**config.mk**
```make
export PLATFORM = sky130hd
export DESIGN_NAME = counter_16
export DESIGN_NICKNAME = d
export VERILOG_FILES = /design/src/rtl/counter_16.sv
export SDC_FILE = /design/constraint.sdc
export NUM_CORES = 1
export LEC_CHECK = 0
export CAP_MARGIN = 20
export CORE_AREA = 4 4 41 43
export DETAILED_ROUTE_END_ITERATION = 12
export DIE_AREA = 0 0 45 47
export PLACE_DENSITY = 0.31
export SYNTH_ARGS = -nofsm -noshare
export SYNTH_HDL_FRONTEND = slang
export SYNTH_SLANG_ARGS = --single-unit
export TNS_END_PERCENT = 20
```
**constraint.sdc**
```tcl
create_clock -name clk -period 2.35 [get_ports clk]
set_input_delay 0.3525 -clock clk [delete_from_list [all_inputs] [get_ports clk]]
set_output_delay 0.3525 -clock clk [all_outputs]
set_load 0.03 [all_outputs]
```
**src/rtl/counter_16.sv**
```systemverilog
// -----------------------------------------------------------------------------
// counter_16
//   Free-running modulo-MODULUS binary up-counter. It advances by one on every
//   rising clock edge and wraps from MODULUS-1 to 0. Use it as a generic
//   timebase or sequence source. There is no enable, load or direction control.
//
// Parameters
//   WIDTH        count width in bits (>= 1)
//   MODULUS      counting modulus, 2 <= MODULUS <= 2**WIDTH
//   RESET_VALUE  value loaded by reset, < MODULUS
//
// Ports
//   clk    in   1      rising-edge clock
//   reset  in   1      asynchronous, active-high reset (loads RESET_VALUE)
//   count  out  WIDTH  current count, driven straight from the count register
// -----------------------------------------------------------------------------
module counter_16 #(
    parameter int WIDTH       = 4,
    parameter int MODULUS     = 16,
    parameter int RESET_VALUE = 0
) (
    input  logic             clk,
    input  logic             reset,
    output logic [WIDTH-1:0] count
);

    // The modulus is held one bit wider than the count. This lets
    // MODULUS == 2**WIDTH be represented exactly.
    localparam logic [WIDTH:0]   MOD_W = (WIDTH + 1)'(MODULUS);
    localparam logic [WIDTH:0]   TOP_W = MOD_W - (WIDTH + 1)'(1);
    localparam logic [WIDTH-1:0] RST_W = WIDTH'(RESET_VALUE);

    // Reject parameter sets that cannot produce a legal counting sequence.
    if (WIDTH < 1) begin : g_bad_width
        $error("counter_16: WIDTH must be >= 1");
    end
    if (MODULUS < 2 || MODULUS > (1 << WIDTH)) begin : g_bad_modulus
        $error("counter_16: MODULUS must satisfy 2 <= MODULUS <= 2**WIDTH");
    end
    if (RESET_VALUE < 0 || RESET_VALUE >= MODULUS) begin : g_bad_reset_value
        $error("counter_16: RESET_VALUE must be < MODULUS");
    end

    logic [WIDTH-1:0] count_r;
    logic [WIDTH-1:0] count_nxt_s;

    // Next-count logic: wrap at the terminal value.
    // Any out-of-range content (>= MODULUS) also goes to 0, so the counter
    // cannot lock up after an unreset power-up.
    always_comb begin
        count_nxt_s = count_r;
        if ({1'b0, count_r} >= TOP_W) begin
            count_nxt_s = {WIDTH{1'b0}};
        end else begin
            count_nxt_s = count_r + WIDTH'(1);
        end
    end

    // Count register: reset clears it asynchronously, otherwise it advances every edge.
    always_ff @(posedge clk or posedge reset) begin
        if (reset) begin
            count_r <= RST_W;
        end else begin
            count_r <= count_nxt_s;
        end
    end

    assign count = count_r;

endmodule

```
# Word-level counts from Yosys, hierarchy flattened
# Cells that the tools add are included.
# classes
addsub	1
magnitude_cmp	1
mux	1
# ops
cell	n
4-bit by 1-bit adder with 4-bit output (second input constant)	1
4-bit greater-or-equal comparator (second input constant)	1
4-bit two-way mux	1
# word_totals
ff_bits	4
input_bits	2
output_inout_bits	4
wordCells	4

# Longest topological paths before layout
# Gate-level depths: netlist (run 1).
# logic_depth
depth_word	2
ltp_mapped	3
ltp_nobuf	3

# Worst setup path after synthesis (run 1)
# OpenSTA, ideal clock, no wires.
# synth_timing
path_type	reg2reg
start	register count_r[0] (netlist: count[0])
end	register count_r[3] (netlist: count[3])
setup_ns	0.126
t_arrival_ns	1.069
t_required_ns	2.224
path_slack_ns	1.155
path_stages_with_launch	4
n_path_buf	0
period_less_slack_ns	1.195
cell_sequence	dfrtp_1 > ha_1 > inv_1 > a311o_1
# synth_via
elab_chain_len	2
word_cells_on_any_way	3
classes_between	1 x add/sub; 1 x order compare; 1 x mux
# synth_lines
item	line	rtl
start, declared	44	logic [WIDTH-1:0] count_r;
start signal, assigned	64	count_r <= count_nxt_s;
4-bit by 1-bit adder with 4-bit output or 4-bit greater-or-equal comparator (tied branches)	55, 52	
4-bit two-way mux *	52	if ({1'b0, count_r} >= TOP_W) begin
net count_nxt_s[3]	45	logic [WIDTH-1:0] count_nxt_s;
# Mark *: on every way through the listed nets, which the timed path passes. The rest lies on a longest branch.

# Worst setup path in the final report (run 1)
# layout_timing
start	register count_r[2] (netlist: count[2])
end	output count[2]
# layout_lines
item	line	rtl
end, declared	24	output logic [WIDTH-1:0] count
# No word-level cell between the ends.

==> metrics.txt, run 1 <==
CP Max Fanout=5; Synth Area in XOR/XNOR=5.22%; ANT cells=0; Post-Synth Adder-Cell Area=7.46%; Clock Tree Buf Depth=2; worst-margin pin slew=0.312 ns; Die Span Y=47 um; proportion of layout cells with a drive suffix above 1=19.0%; Critical Path End Type=primary output; WL/cell=8.97 um; filler cell count=157; hold_ws=0.304 ns; crit path cell chain=clkdlybuf4s50_1; hold crit path type=input port to async pin; CTS Buf Count=3; compound-gate portion of the synthesized area=9.70%; Crit path arrival time=1.33 ns; flops & latches, synth=4; via/cell ratio=3.53; Initial Util=12.9%; startpoint types=flip-flop; synthesized netlist cell count=13; TNS Setup=0 ns; Mapped Avg Cell Area=12.9 um^2; GRT Total Usage=4.51%; Final Cycle Share=71.6%; CTS tree=built; CTS H-Tree Depth=1; Final GP Congestion=0.655; DP Cell Count=33; Yosys Warn Count=0; Max Freq=0.594 GHz; clk_lat worst skew=0.23 ns; synth unique cells=9; routed wire length=323 um; Port Buffer Count=5; Slew headroom=79.1%; initial antenna violation count=0; Final Cell Area=259 um^2; maximum vdd drop=0.170 mV; max-slew violations=0; CP Class=flip-flop to primary output; # Post-CTS Setup Buffers=0; initial DRC count=1; root buf cell=clkbuf_4; Post-CTS Resized=0; clock slew at reported path FFs=0.04 ns; Power Dens Cells=595 nW/um^2; Final min period=1.68 ns; combinational family with the most area after synthesis=simple AND/OR/NAND/NOR gates; first-pass GRT wire length=579 um; remaining antenna violation count=0; slowest cell delay on critical path=0.70 ns; Die X-Extent=45 um; worst path bufs/invs=1; number of max-cap violations=0; CORE AREA=1300 um^2; CTS sink count=4; sequential area share after synthesis=59.7%; unrepaired setup endpoints after global routing=false; clock skew=0.00291 ns; CTS Hold Buffers Added=0; placed inst area=236 um^2; post-synthesis simple-gate area fraction=13.4%; Die Area=2120 um^2; slowest stage cell on the critical path=clkdlybuf4s50_1; pin count of the biggest net entering global routing=6; final setup fails=0; Area Growth Syn to Fin=54.5%; Hold Fails Final Rpt=0; number of flip-flops in the largest register=4; vias in the first global route=136; grt ovf=0; Netlist Area Pre-Place=168 um^2; mux contribution to synthesized area=0%; dpl hpwl=281 um; Required @ worst endpoint=2.00 ns; # DRC=0; post-synth net total=16; total number of vias=127; DRT Pass-1 Iters=2; IO Count=6; final cell count without fillers=36; CP top delay family=buffers and inverters; Post-layout nets=26; status=completed; row count=13; Lkg Pwr=0.123 nW
[path summary, 6_finish.rpt]
check / start / to / slack (ns) / depth (start not counted)
worst max-delay path: count[2]$_DFF_PP0_ / count[2] / 0.67 / 1
worst min-delay path: reset / count[1]$_DFF_PP0_ / 0.30 / 2
worst max register to register: count[0]$_DFF_PP0_ / count[3]$_DFF_PP0_ / 1.29 / 2
worst min register to register: count[0]$_DFF_PP0_ / count[0]$_DFF_PP0_ / 0.50 / 1
max in group asynchronous: reset / count[3]$_DFF_PP0_ / 1.89 / 2
min in group clk: count[0]$_DFF_PP0_ / count[0]$_DFF_PP0_ / 0.50 / 1
[layout by cell type (no fill, tap or decap)]
cell	netlist	layout
a311o_1	1	1
a31oi_1	1	1
and2b_2	1	1
and4b_1	1	1
clkbuf_4	0	3
clkdlybuf4s50_1	0	5
dfrtp_1	4	4
ha_1	1	1
inv_1	2	2
nand2_1	1	1
xor2_1	1	1
[logic make-up after synthesis]
logic type / Yosys count
flops: 4
compound gates: 2
xor+xnor: 1
fa+ha+maj: 1
buf+inv: 2
simple gates: 3
[cell type report]
| class | instances | area [um^2] | share of cell area (%) |
|---|---|---|---|
| Timing Repair Buffer | 5 | 50.0 | 19.3 |
| Multi-Input combinational cell | 7 | 60.1 | 23.2 |
| Sequential cell | 4 | 100 | 38.6 |
| Inverter | 2 | 7.51 | 2.90 |
| Clock buffer | 3 | 22.5 | 8.70 |
| Tap cell | 15 | 18.8 | 7.25 |
[synthesized netlist by cell type]
library cell | count | share of area (%)
dfrtp_1 | 4 | 60
ha_1 | 1 | 7.5
and4b_1 | 1 | 6.0
nand2_1 | 1 | 2.2
and2b_2 | 1 | 5.2
xor2_1 | 1 | 5.2
a31oi_1 | 1 | 3.7
a311o_1 | 1 | 6.0
inv_1 | 2 | 4.5
[layer usage]
layer	part of all wire (%)	track usage, %
met1	37	3.65
met2	51	5.65
met3	12	4.60
met4	0	5.26
met5	0	0
[through the flow]
step	setup WS, ns	total power [mW]	utilization (%)
final	0.666	0.154	19.9
after global routing	0.588	0.164	19.9
after CTS	0.644	0.160	19.9
after detailed placement	0.902	0.0733	18.2
after global placement	0.881	0.0732	18.2
after floorplan	1.15	0.0713	-
[where the power goes]
group	internal [mW]	switching [mW]	total (mW)	leakage (nW)
Clock	0.0569	0.0248	0.0817	0.0138
Sequential	0.0693	0	0.0693	0.0518
Combinational	0.00155	0.00144	0.00298	0.0578
Total	0.128	0.0263	0.154	0.123
No activity file was read; power rests on OpenSTA's default activity.
==> inputs of run 2 (changes only) <==
Clock period 2.35 ns to 1.6 ns, I/O delays scaled along.
==> run 2 against run 1 <==
Net effect: critical path depth unchanged; power up 48%; via count is 6.3% lower; largest power group unchanged; die area stayed put; first-iteration DRC count is 100% lower; sequential power rose by 47%.
==> metrics.txt, run 2 (synthesis results as in run 1) <==
filler cell count=150; FF-to-FF Start=count[2]$_DFF_PP0_; Max Freq=0.660 GHz; # Post-CTS Setup Buffers=0; met3 GRT Util=2.30%; CP Depth=1; GRT Total Usage=4.20%; max-slew violations=0; ANT cells=0; DRT Pass-1 Iters=1; placed inst area=236 um^2; Crit path arrival time=1.27 ns; via/cell ratio=3.31; clock skew=0.00629 ns; row count=13; Power Dens Cells=869 nW/um^2; CTS Buf Count=3; CORE AREA=1300 um^2; Hold Fails Final Rpt=0; met1 track demand over resource=3.90%; GRT met2 Usage=5.93%; clock slew at reported path FFs=0.04 ns; Final GP Congestion=0.653; worst path bufs/invs=1; grt ovf=0; WL/cell=9.69 um; startpoint types=flip-flop; worst-margin pin slew=0.326 ns; TNS Setup=0 ns; commonest cells after routing, fill and taps aside=4 x dfrtp_1, 3 x clkbuf_4, 2 x inv_1, 2 x clkdlybuf4s50_1, 2 x dlymetal6s2s_1; CTS Hold Buffers Added=0; Post-layout nets=26; CP top delay family=buffers and inverters; maximum vdd drop=0.202 mV; Initial Util=12.9%; number of flip-flops in the largest register=4; vias in the first global route=131; CTS sink count=4; total number of vias=119; pin count of the biggest net entering global routing=6; proportion of layout cells with a drive suffix above 1=19.0%; final setup fails=0; crit path cell chain=clkdlybuf4s50_1; slowest stage cell on the critical path=clkdlybuf4s50_1; hold crit path type=input port to async pin; unrepaired setup endpoints after global routing=false; Clock Tree Buf Depth=2; initial antenna violation count=0; Required @ worst endpoint=1.36 ns; launch point of the worst path=count[1]$_DFF_PP0_; Final Cycle Share=94.7%; Final min period=1.51 ns; Area Growth Syn to Fin=56.7%; remaining antenna violation count=0; Die Area=2120 um^2; FF+latch area=100 um^2; routed wire length=349 um; IO Count=6; CTS H-Tree Depth=1; Slew headroom=78.3%; number of max-cap violations=0; Final Cell Area=263 um^2; GR peak layer=met2; slowest cell delay on critical path=0.68 ns; status=completed; Critical Path End Type=primary output; Multi-input gate area=60.1 um^2; # DRC=0; root buf cell=clkbuf_4; dpl hpwl=290 um; CP Max Fanout=4; Die X-Extent=45 um; first-pass GRT wire length=552 um; Lkg Pwr=0.147 nW; Port Buffer Count=5; most common cell after layout, fill and taps aside=dfrtp_1; r2r worst-path depth=2; CP Class=flip-flop to primary output; Die Span Y=47 um; initial DRC count=0; clk_lat worst skew=0.23 ns; CTS tree=built
==> run 2: cell count changes in the layout (fill, tap and decap cells not counted) <==
cell,delta
dlymetal6s2s_1,+2
clkdlybuf4s50_1,-3
dlygate4sd2_1,+1
==> run 2: area by class of cell <==
class | count | share of cell area, %
clock buffers | 3 | 8.57
inverters | 2 | 2.86
multi-input cells | 7 | 22.9
flip-flops and latches | 4 | 38.1
well taps | 15 | 7.14
repair buffers | 5 | 20.5
==> run 2: report_power, final <==
part,switching (mW),internal (mW),total [mW]
logic,0.00220,0.00229,0.00448
registers,0,0.102,0.102
clock network,0.0384,0.0837,0.122
total,0.0406,0.188,0.228
==> run 2: path summary, 6_finish.rpt <==
path	endpoint	slack, ns
min reg2reg	count[0]$_DFF_PP0_	0.49
min in group clk	count[0]$_DFF_PP0_	0.49
max	count[1]	0.09
min	count[2]$_DFF_PP0_	0.20
max reg2reg	count[3]$_DFF_PP0_	0.55
max in group asynchronous	count[0]$_DFF_PP0_	1.25
==> run 2: routing by layer <==
layer  up-vias  part of all wire, %
met2         5                   52
li1         61                    -
met1        53                   44
met5         -                    0
met3         0                  3.7
met4         0                    0
==> run 2: through the flow <==
step                util [%]  setup slack [ns]  power [mW]  instances  hold WS (ns)
finish                  20.2            0.0855       0.228         36         0.195
floorplan                  -             0.405       0.105         13       0.00608
global route            20.2            0.0525       0.239         36         0.215
CTS                     19.8            0.0128       0.237         36         0.194
detailed placement      18.2             0.262       0.108         33         0.443
global placement        18.2             0.248       0.107         33         0.434
==> run 2: repair_timing <==
| action | 4_1_cts | 5_1_grt |
|---|---|---|
| resized for setup | 1 | 2 |
| endpoints found under the setup margin | 1 | 2 |
| hold endpoints to repair | 0 | 0 |
